### config.mk
export PLATFORM = sky130hd
export DESIGN_NAME = tcam_match_encoder
export DESIGN_NICKNAME = d
export VERILOG_FILES = /design/src/rtl/tcam_pkg.sv /design/src/rtl/tcam_match_encoder_pri_enc8.sv /design/src/rtl/tcam_match_encoder.sv
export SDC_FILE = /design/constraint.sdc
export NUM_CORES = 1
export LEC_CHECK = 0
export ABC_CLOCK_PERIOD_IN_PS = 1940
export CAP_MARGIN = 20
export CELL_PAD_IN_SITES_DETAIL_PLACEMENT = 0
export CELL_PAD_IN_SITES_GLOBAL_PLACEMENT = 1
export CORE_ASPECT_RATIO = 0.5
export CORE_MARGIN = 10
export CORE_UTILIZATION = 34
export DETAILED_ROUTE_END_ITERATION = 10
export PLACE_DENSITY_LB_ADDON = 0.1
export SYNTH_ARGS = -nofsm -noshare
export SYNTH_HDL_FRONTEND = slang
export SYNTH_HIERARCHICAL = 1
export SYNTH_SLANG_ARGS = --single-unit
### constraint.sdc
create_clock -name write_clk -period 1.94 [get_ports write_clk]
set_input_delay 0.388 -clock write_clk [delete_from_list [all_inputs] [get_ports write_clk]]
set_output_delay 0.388 -clock write_clk [all_outputs]
set_load 0.01 [all_outputs]
### src/rtl/tcam_pkg.sv
// Shared TCAM constants and types, reused by the TCAM row, the match
// encoder and the downstream action-lookup stages.
`timescale 1ns/1ps
package tcam_pkg;
   localparam int NUM_RULES  = 120;
   localparam int GROUP_W    = 8;
   localparam int NUM_GROUPS = NUM_RULES / GROUP_W;
   localparam int IDX_W      = 7;
   localparam int GRP_IDX_W  = 3;
   localparam int CNT_W      = 16;

   typedef logic [IDX_W-1:0] rule_idx_t;
endpackage

### src/rtl/tcam_match_encoder_pri_enc8.sv
// pri_enc8: combinational 8-to-3 lowest-set-bit encoder.
// Optional feature macro: TCAM_MULTI_HIT_EN adds the `multi` output
// (more than one input bit set).
`timescale 1ns/1ps
module pri_enc8 (
   input  logic [7:0] bits,
   output logic       any,
`ifdef TCAM_MULTI_HIT_EN
   output logic       multi,
`endif
   output logic [2:0] idx
);

   // Scan from the top so the lowest set bit wins the last assignment.
   always_comb begin
      any = |bits;
      idx = 3'd0;
      for (int i = 7; i >= 0; i--) begin
         if (bits[i]) idx = 3'(i);
      end
   end

`ifdef TCAM_MULTI_HIT_EN
   // Clearing the lowest set bit leaves something only if two or more were set.
   always_comb begin
      multi = (bits & (bits - 8'd1)) != 8'd0;
   end
`endif

endmodule

### src/rtl/tcam_match_encoder.sv
// tcam_match_encoder: two-stage pipelined priority encoder for the
// 120-rule TCAM match vector, with valid/ready on both sides and
// saturating lookup/miss statistics.
// Optional feature macro: TCAM_MULTI_HIT_EN adds the multi_hit result.
`timescale 1ns/1ps
module tcam_match_encoder
   import tcam_pkg::*;
(
   input  logic                 write_clk,
   input  logic                 rst,
   input  logic                 match_valid,
   output logic                 match_ready,
   input  logic [NUM_RULES-1:0] match,
   output logic                 result_valid,
   input  logic                 result_ready,
   output logic                 hit,
   output logic [IDX_W-1:0]     rule_idx,
`ifdef TCAM_MULTI_HIT_EN
   output logic                 multi_hit,
`endif
   input  logic                 stat_clr,
   output logic [CNT_W-1:0]     lookup_cnt,
   output logic [CNT_W-1:0]     miss_cnt
);

   logic                  s1_valid;
   logic                  s2_advance;
   logic                  out_fire;
   logic [NUM_GROUPS-1:0] enc_any;
   logic [GRP_IDX_W-1:0]  enc_idx [NUM_GROUPS];
   logic [NUM_GROUPS-1:0] grp_hit;
   logic [GRP_IDX_W-1:0]  grp_idx [NUM_GROUPS];
   rule_idx_t             sel_idx;
`ifdef TCAM_MULTI_HIT_EN
   logic [NUM_GROUPS-1:0] enc_multi;
   logic [NUM_GROUPS-1:0] grp_multi;
   logic                  sel_multi;
`endif

   // The output register is the last stage; stage 1 moves whenever it can.
   assign s2_advance  = !result_valid || result_ready;
   assign match_ready = !s1_valid || s2_advance;
   assign out_fire    = result_valid && result_ready;

   for (genvar g = 0; g < NUM_GROUPS; g++) begin : g_grp
      pri_enc8 u_enc (
         .bits  (match[g*GROUP_W +: GROUP_W]),
         .any   (enc_any[g]),
`ifdef TCAM_MULTI_HIT_EN
         .multi (enc_multi[g]),
`endif
         .idx   (enc_idx[g])
      );
   end

   // Stage 1: register per-group hit/index summaries of an accepted match.
   always_ff @(posedge write_clk) begin
      if (rst) begin
         s1_valid <= 1'b0;
         grp_hit  <= '0;
         grp_idx  <= '{default: '0};
`ifdef TCAM_MULTI_HIT_EN
         grp_multi <= '0;
`endif
      end else if (match_ready) begin
         s1_valid <= match_valid;
         if (match_valid) begin
            grp_hit <= enc_any;
            grp_idx <= enc_idx;
`ifdef TCAM_MULTI_HIT_EN
            grp_multi <= enc_multi;
`endif
         end
      end
   end

   // Lowest hitting group wins; its base plus the in-group index is the rule.
   always_comb begin
      sel_idx = '0;
      for (int g = NUM_GROUPS - 1; g >= 0; g--) begin
         if (grp_hit[g]) sel_idx = rule_idx_t'(g * GROUP_W) + rule_idx_t'(grp_idx[g]);
      end
   end

`ifdef TCAM_MULTI_HIT_EN
   // Multiple hits either inside one group or spread across two groups.
   always_comb begin
      sel_multi = (|grp_multi) || ((grp_hit & (grp_hit - NUM_GROUPS'(1))) != '0);
   end
`endif

   // Stage 2: result register, held while the consumer stalls.
   always_ff @(posedge write_clk) begin
      if (rst) begin
         result_valid <= 1'b0;
         hit          <= 1'b0;
         rule_idx     <= '0;
`ifdef TCAM_MULTI_HIT_EN
         multi_hit    <= 1'b0;
`endif
      end else if (s2_advance) begin
         result_valid <= s1_valid;
         if (s1_valid) begin
            hit      <= |grp_hit;
            rule_idx <= sel_idx;
`ifdef TCAM_MULTI_HIT_EN
            multi_hit <= sel_multi;
`endif
         end
      end
   end

   // Statistics count delivered results only; clear beats increment.
   always_ff @(posedge write_clk) begin
      if (rst || stat_clr) begin
         lookup_cnt <= '0;
         miss_cnt   <= '0;
      end else if (out_fire) begin
         if (lookup_cnt != '1) lookup_cnt <= lookup_cnt + CNT_W'(1);
         if (!hit && (miss_cnt != '1)) miss_cnt <= miss_cnt + CNT_W'(1);
      end
   end

endmodule
Word level (Yosys, flattened, before mapping):

Index checks and enable logic that the tools add are counted.

* $add $sub $neg: 16
* eq/ne operators: 2
* mux-type cells: 135
* reduce and logical (&&, ||, !) cells: 28

Operators with widths (number)
* 3-bit 2-to-1 mux: 120
* 8-bit OR reduction: 15
* 7-bit 2-to-1 mux: 15
* 16-bit by 1-bit adder with 16-bit output (second input constant): 2
* 16-bit != test (second input constant): 2
* 6-bit by 3-bit adder with 7-bit output (first input constant): 4
* 7-bit by 3-bit adder with 7-bit output (first input constant): 4
* 15-bit OR reduction: 1
* 6-bit by 4-bit adder with 7-bit output (first input constant): 2
* 5-bit by 3-bit adder with 6-bit output (first input constant): 2
* 2-bit AND reduction: 4
* 5-bit by 4-bit adder with 6-bit output (first input constant): 1
* 4-bit by 3-bit adder with 5-bit output (first input constant): 1
* 1-bit zero test: 3
* 1-bit logical OR: 3
* 1-bit logical AND: 2

* register bits: 102
* input port bits: 125
* output and inout port bits: 42
* word-level logic and storage cells: 203

Logic depth before layout (Yosys ltp):

Gate-level depths: netlist of run 1.

* depth in word-level cells: 16
* mapped depth: 7
* depth with buffers taken out: 6

By module:

The synthesis of run 1 kept the hierarchy.

Modules (own cells, without submodules)
* tcam_match_encoder: times used 1, cells an instance 607, area an instance 4600.7 um^2, seq. area each 2042.0 um^2
* pri_enc8: times used 15, cells an instance 13, area an instance 81.3 um^2, seq. area each 0.0 um^2

Worst setup path before layout of run 1:

OpenSTA, ideal clock, no wires.

* path kind: register to register
* start: reg lookup_cnt[0]
* end: reg lookup_cnt[9]
* data arrival time: 1.547 ns
* data required time: 1.824 ns
* slack: 0.277 ns
* stages on the path, launching flop included: 6
* buffers on the path: 0
* clock period less this slack: 1.663 ns
* cell sequence: dfxtp_1 ha_1 nand2_1 nor3_1 a21oi_1 a41o_1

* longest elaborated chain between the ends: 2
* elaborated cells between the ends (all ways): 3

Ends and longest elaborated chain
* start, declared: line tcam_match_encoder.sv:22 `output logic [CNT_W-1:0] lookup_cnt,`
* start signal, assigned: line tcam_match_encoder.sv:119 `if (lookup_cnt != '1) lookup_cnt <= lookup_cnt + CNT_W'(1);`
* branches (longest 2 deep; another with 16-bit by 1-bit adder with 16-bit output)

Parallel ways; which one is timed is not known.
A chain may end at the register's enable or synchronous reset.

Worst setup path in the final report of run 1:

* start: reg lookup_cnt[11]
* end: out lookup_cnt[11]

No word-level cell between the ends.

==> results.py, run 1 <==
metrics = {
    "critical_path": {
        "worstPathCellList": "clkdlybuf4s50_1",
        "cp.buffers_inverters": 1,
        "endpoint_kind": "primary output",
        "cp_data_required_time_ns": 1.55,
        "cp_max_fo": 7,
        "cp_top_family": "buffers and inverters",
        "startpoint": "lookup_cnt[11]",
        "slowest_delay_ns": 0.59,
        "start_kind": "flop",
        "reg2reg_from": "miss_cnt[5]",
        "critical_path_class": "reg -> out",
        "cp.arrival_ns": 1.38,
        "cp_slowest_cell": "clkdlybuf4s50_1",
    },
    "global_routing": {
        "grt_max_degree": 71,
        "use_met2_pct": 23.87,
        "antenna_found_initial": 0,
        "grt_use_met1_pct": 20.34,
        "grt_pass1_vias": 5773,
        "globalRoute.busiestLayer": "met2",
        "met3_usage_pct": 3.042,
        "grt_first_pass_wirelength_mm": 29.08,
        "grt_overflow": 0,
        "gr-usage-all-layers_pct": 14.95,
    },
    "synthesis": {
        "syn_nets": 929,
        "ys_async_sr_fraction_pct": 0,
        "yosysTopAreaCell": "dfxtp_1",
        "synth_top_cells_by_count": "nand2_1 (157), dfxtp_1 (102), a21oi_1 (100)",
        "synth_top_family_by_area": "simple AND/OR/NAND/NOR gates",
        "synth_area_mm2": 0.005821,
        "synth_warnings": 6,
        "syn_avg_cell_area_um2": 7.258,
        "synth_mux_area_share_pct": 0,
        "synth_top_cell_area_share_pct": 35.08,
        "ys_ff_latch": 102,
        "synth_area_leaders": "dfxtp_1 (35%), nand2_1 (10%), a21oi_1 (8.6%)",
        "synth_ff_type": "dfxtp_1",
        "synthDistinctLibCells": 50,
        "synth_xor_area_share_pct": 4.063,
        "synthSimpleGateAreaFrac_pct": 33.58,
        "synth_fa_ha_area_share_pct": 0.4299,
        "synth_edf_count": 0,
        "synth.most_common_cell": "nand2_1",
        "ys_seq_area_share_pct": 35.08,
        "synth_compound_area_share_pct": 22.53,
        "synth_cells": 802,
    },
    "power_and_ir_drop": {
        "pwr-share-comb_pct": 16.7,
        "worst_ir_drop_vdd_v": 0.0005166,
        "p_leak_nw": 2.996,
        "power-per-cell-area_mw_per_mm2": 618.2,
        "p_clk_share_pct": 39.8,
        "internal_power_mw": 3.863,
        "power_switching_mw": 1.269,
        "p_seq_share_pct": 43.5,
        "swShare_pct": 24.72,
    },
    "die": {
        "pin_count": 167,
        "die_y_um": 112.5,
        "die_area_mm2": 0.02307,
        "rows": 33,
        "chipWidth_um": 205.0,
        "core_mm2": 0.01656,
        "start_util_pct": 35.15,
    },
    "final_layout": {
        "antenna-diode-count": 0,
        "fin_util_pct": 50.13,
        "fillCellCount": 1662,
        "drive_above_1_share_pct": 8.519,
        "area_growth_pct": 42.61,
        "final_nets": 1110,
        "stdcell_area_mm2": 0.008300,
    },
    "timing": {
        "slew_violations": 0,
        "min_period_ns": 1.769,
        "clock_skew_ns": 0.008848,
        "maxSlewHeadroom_pct": 49.04,
        "hold_viol_final": 0,
        "rsz0062_at_grt": "false",
        "tightest_slew_ns": 0.7644,
        "fmax_mhz": 565.4,
        "setup-violations-final": 0,
        "final.period_utilization_pct": 91.17,
    },
    "clock_tree": {
        "clk_latency_ns": 0.35,
        "ctsHoldBuffers": 0,
        "htreeDepth": 3,
        "cts.sinks": 102,
        "postCtsSetupBuffers": 0,
        "cts_tree": "done",
        "path_clk_slew_ns": 0.07,
        "cts_root_buf": "clkbuf_16",
        "cts_buffer_depth": 2,
        "cts_made_buffers": 9,
    },
    "routing": {
        "wirelength_mm": 18.03,
        "vias": 6212,
        "ant_nets": 0,
        "first_pass_iters": 4,
        "wl_per_cell_um": 14.86,
        "drc": 0,
        "viasPerCell": 5.121,
        "dr.first_iter.drc_count": 280,
    },
    "worst_hold_path": {
        "hold_start": "rst",
        "min_path_type": "in -> reg",
    },
    "place": {
        "io_buffers": 166,
        "place_congestion": 0.8172,
        "detailedPlacementHpwl_mm": 14.27,
        "placed_area_mm2": 0.007971,
    },
    "run": {
        "cap_violations": 0,
    },
    "status": {
        "status": "finished clean",
    },
}
[state kept, by name (all words and copies together), names as in the netlist]
| signal | flops |
|---|---|
| grp_idx | 45 |
| s1_valid | 1 |
| grp_hit | 15 |
| lookup_cnt | 16 |
| miss_cnt | 16 |
| rule_idx | 7 |
| hit | 1 |
| result_valid | 1 |
[per-layer routing]
metal	up-vias	share of wire, %
li1	3188	-
met1	2905	50
met2	109	45
met3	10	3.8
met4	0	0.64
met5	-	0
[layout by cell type (no fill, tap or decap), types with 16 or more instances in the layout]
cell             netlist  layout
nand3_1               27      27
xor2_1                16      16
inv_1                 24      24
o21ai_0               38      38
clkdlybuf4s50_1        0     163
buf_4                  0      41
nor2b_1               17      17
dfxtp_1              102     101
nor2_1                94      94
and3b_1               16      16
nand2_1              157     156
a21oi_1              100     100
[power groups by stage]
| stage | Sequential (mW) | Combinational (mW) | Clock, mW |
|---|---|---|---|
| after CTS | 2.23 | 0.863 | 2.08 |
| after floorplan | 2.24 | 0.395 | 0 |
| final | 2.23 | 0.858 | 2.04 |
| after detailed placement | 2.28 | 0.860 | 0 |
| after global routing | 2.24 | 0.947 | 2.16 |
| after global placement | 2.28 | 0.850 | 0 |
[area by class of cell]
| class | instances | area [µm²] | area share (%) |
|---|---|---|---|
| tap | 227 | 284.0 | 3.422 |
| inverter | 24 | 90.09 | 1.085 |
| multi-input combinational | 636 | 3531 | 42.54 |
| timing repair buffer | 210 | 2026 | 24.40 |
| clock inverter | 4 | 97.59 | 1.176 |
| clock buffer | 10 | 229.0 | 2.759 |
| sequential | 102 | 2043 | 24.62 |
[per-stage QoR]
stage	hold WS [ns]	instances	TNS, ns	total power [mW]	setup WS, ns
finish	0.4356	1213	0	5.131	0.1713
global route	0.4598	1213	0	5.351	0.02026
CTS	0.4241	1213	0	5.178	0.01659
detailed placement	0.4480	1199	-6.907	3.139	-0.1754
global placement	0.4446	1199	-7.159	3.127	-0.1689
floorplan	0.4312	802	0	2.638	0.2772
[repair_timing]
item / in CTS / in global routing
hold endpoints to repair: 0 / 0
resized for setup: 2 / 1
setup endpoints to repair: 1 / 1
[path summary, 6_finish.rpt]
kind / endpoint / slack (ns) / cells after the start
worst min-delay path: lookup_cnt[11] / 0.44 / 4
worst max-delay path: lookup_cnt[11] / 0.17 / 1
worst max register to register: miss_cnt[0] / 0.19 / 5
worst min register to register: grp_idx[19] / 0.46 / 2
[logic make-up (layout without fill, tap and decap cells)]
family,after synthesis,in the layout
fa+ha+maj,2,2
xor+xnor,27,27
simple gates,392,392
buf+inv,64,248
compound gates,215,215
flops,102,102
Power figures use the tool's default switching activity.
==> run 2: changes to the inputs <==
--- a/config.mk
+++ b/config.mk
@@ -13,6 +13,7 @@
 export CORE_MARGIN = 10
 export CORE_UTILIZATION = 34
 export DETAILED_ROUTE_END_ITERATION = 10
+export GPL_TIMING_DRIVEN = 1
 export PLACE_DENSITY_LB_ADDON = 0.1
 export SYNTH_ARGS = -nofsm -noshare
 export SYNTH_HDL_FRONTEND = slang
==> results of run 2 <==
No change in the layout: final DEF, timing and power equal those of run 1.
==> run 3: changes to the inputs <==
--- a/config.mk
+++ b/config.mk
@@ -13,8 +13,9 @@
 export CORE_MARGIN = 10
 export CORE_UTILIZATION = 34
 export DETAILED_ROUTE_END_ITERATION = 10
-export GPL_TIMING_DRIVEN = 1
+export GPL_TIMING_DRIVEN = 0
 export PLACE_DENSITY_LB_ADDON = 0.1
+export SKIP_LAST_GASP = 1
 export SYNTH_ARGS = -nofsm -noshare
 export SYNTH_HDL_FRONTEND = slang
 export SYNTH_HIERARCHICAL = 1
==> results.py, run 3 (same netlist as run 1, synthesis figures left out) <==
metrics = {
    "routing": {
        "ant_nets": 0,
        "drc": 0,
        "wirelength_mm": 18.71,
        "dr.first_iter.drc_count": 340,
        "vias": 6165,
        "wl_per_cell_um": 15.47,
        "viasPerCell": 5.099,
        "first_pass_iters": 5,
    },
    "power_and_ir_drop": {
        "power-per-cell-area_mw_per_mm2": 600.6,
        "p_leak_nw": 2.803,
        "p_clk_share_pct": 36.5,
        "pwr-share-comb_pct": 18.0,
        "swShare_pct": 27.07,
        "finalPower_mw": 4.843,
        "worst_ir_drop_vdd_v": 0.0004613,
        "internal_power_mw": 3.532,
        "power_switching_mw": 1.311,
        "p_seq_share_pct": 45.5,
    },
    "critical_path": {
        "critical_path_class": "reg -> reg",
        "worstPathCellList": "clkbuf_1, nor2_1, nand4_1, a311oi_1, a211o_1, a31oi_1",
        "endpoint_kind": "flop",
        "cp.arrival_ns": 2.05,
        "slowest_delay_ns": 0.43,
        "cp_max_fo": 10,
        "start_kind": "flop",
        "cp.buffers_inverters": 1,
        "cp_data_required_time_ns": 2.15,
        "cp_slowest_cell": "a311oi_1",
        "cp_top_family": "compound AO/OA/AOI/OAI gates",
    },
    "final_layout": {
        "reg_top3": "grp_idx (45), lookup_cnt (16), miss_cnt (16)",
        "largest_register": "grp_idx",
        "largest_reg_flops": 45,
        "fillCellCount": 1723,
        "stdcell_area_mm2": 0.008064,
        "final_cell_mix": "clkdlybuf4s50_1 (163), nand2_1 (157), dfxtp_1 (101)",
        "final_nets": 1104,
        "area_growth_pct": 38.54,
        "drive_above_1_share_pct": 5.092,
        "antenna-diode-count": 0,
        "fin_util_pct": 48.70,
        "layout.cells.most_common": "clkdlybuf4s50_1",
    },
    "status": {
        "status": "finished clean",
    },
    "timing": {
        "final.period_utilization_pct": 95.02,
        "tightest_slew_ns": 0.6319,
        "hold_viol_final": 0,
        "fin_hold_ws_ns": 0.4593,
        "slew_violations": 0,
        "fmax_mhz": 542.5,
        "clock_skew_ns": 0.009567,
        "setup-violations-final": 0,
        "min_period_ns": 1.843,
        "rsz0062_at_grt": "true",
        "maxSlewHeadroom_pct": 57.87,
    },
    "clock_tree": {
        "path_clk_slew_ns": 0.07,
        "postCtsSetupBuffers": 0,
        "clk_latency_ns": 0.34,
        "cts_tree": "done",
        "cts.sinks": 102,
        "cts_root_buf": "clkbuf_16",
        "cts_buffer_depth": 2,
        "cts_made_buffers": 9,
        "htreeDepth": 3,
    },
    "place": {
        "detailedPlacementHpwl_mm": 15.01,
        "place_congestion": 0.8093,
        "io_buffers": 165,
        "placed_area_mm2": 0.007756,
    },
    "die": {
        "rows": 33,
        "die_y_um": 112.5,
        "chipWidth_um": 205.0,
        "die_area_mm2": 0.02307,
        "pin_count": 167,
        "core_mm2": 0.01656,
        "start_util_pct": 35.15,
    },
    "global_routing": {
        "gr-usage-all-layers_pct": 15.57,
        "grt_pass1_vias": 5820,
        "grt_overflow": 0,
        "antenna_found_initial": 0,
        "grt_max_degree": 17,
        "grt_first_pass_wirelength_mm": 29.83,
    },
    "worst_hold_path": {
        "min_path_type": "reg -> reg",
    },
    "run": {
        "cap_violations": 0,
    },
}
[run 3: cell count changes in the layout (fill, tap and decap cells not counted), sizes merged]
cell      previous run  this run
buf                 45         6
clkbuf              10        45
bufinv               3         0
clkinvlp             1         3
clkinv               0         1
[run 3: layout make-up]
class / instances / area [µm²] / share of cell area (%)
inverters: 24 / 90.09 / 1.117
repair buffers: 165 / 1653 / 20.50
plain buffers: 39 / 161.4 / 2.002
clock buffers: 12 / 256.5 / 3.181
flip-flops and latches: 102 / 2043 / 25.34
multi-input cells: 636 / 3545 / 43.96
well taps: 227 / 284.0 / 3.522
clock inverters: 4 / 31.28 / 0.3879
[run 3: worst paths after layout]
| kind | startpoint | end | slack [ns] | depth (start not counted) |
|---|---|---|---|---|
| setup / recovery | grp_hit[4] | rule_idx[0] | 0.1 | 6 |
| hold / removal | grp_idx[8] | grp_idx[8] | 0.46 | 2 |
| setup reg to reg | grp_hit[4] | rule_idx[0] | 0.1 | 6 |
| hold reg to reg | grp_idx[8] | grp_idx[8] | 0.46 | 2 |
[run 3: tightest hold or removal path, stage by stage, from the launching register on]
cell and delay, ns:
dfxtp_1 0.31, nand2_1 0.05, a21oi_1 0.05
[run 3: routing by layer]
| layer | wire [µm] | vias to the layer above | GRT usage, % |
|---|---|---|---|
| met4 | 104 | 0 | 2.678 |
| met5 | 0 | - | 0 |
| met3 | 798 | 8 | 3.215 |
| li1 | - | 3183 | - |
| met1 | 9396 | 2848 | 21.52 |
| met2 | 8408 | 126 | 24.65 |
[run 3: timing repair]
action                                 4_1_cts  5_1_grt
gates resized for setup                      3       14
hold buffers                                 0        0
setup endpoints to repair                   51       45
endpoints found under the hold margin        0        0
[run 3: power groups by stage]
stage	Sequential, mW	Clock [mW]	Combinational [mW]
floorplan	2.24	0	0.395
global placement	2.25	0	0.859
detailed placement	2.25	0	0.870
CTS	2.20	1.81	0.873
global route	2.21	1.90	0.964
finish	2.20	1.77	0.871
[run 3: through the flow]
stage | instances | worst slack [ns] | TNS, ns
finish | 1209 | 0.09669 | 0
global route | 1209 | -0.02648 | -0.1652
CTS | 1210 | 0.01246 | 0
detailed placement | 1194 | -0.5040 | -29.76
global placement | 1194 | -0.5116 | -27.49
floorplan | 802 | 0.2772 | 0
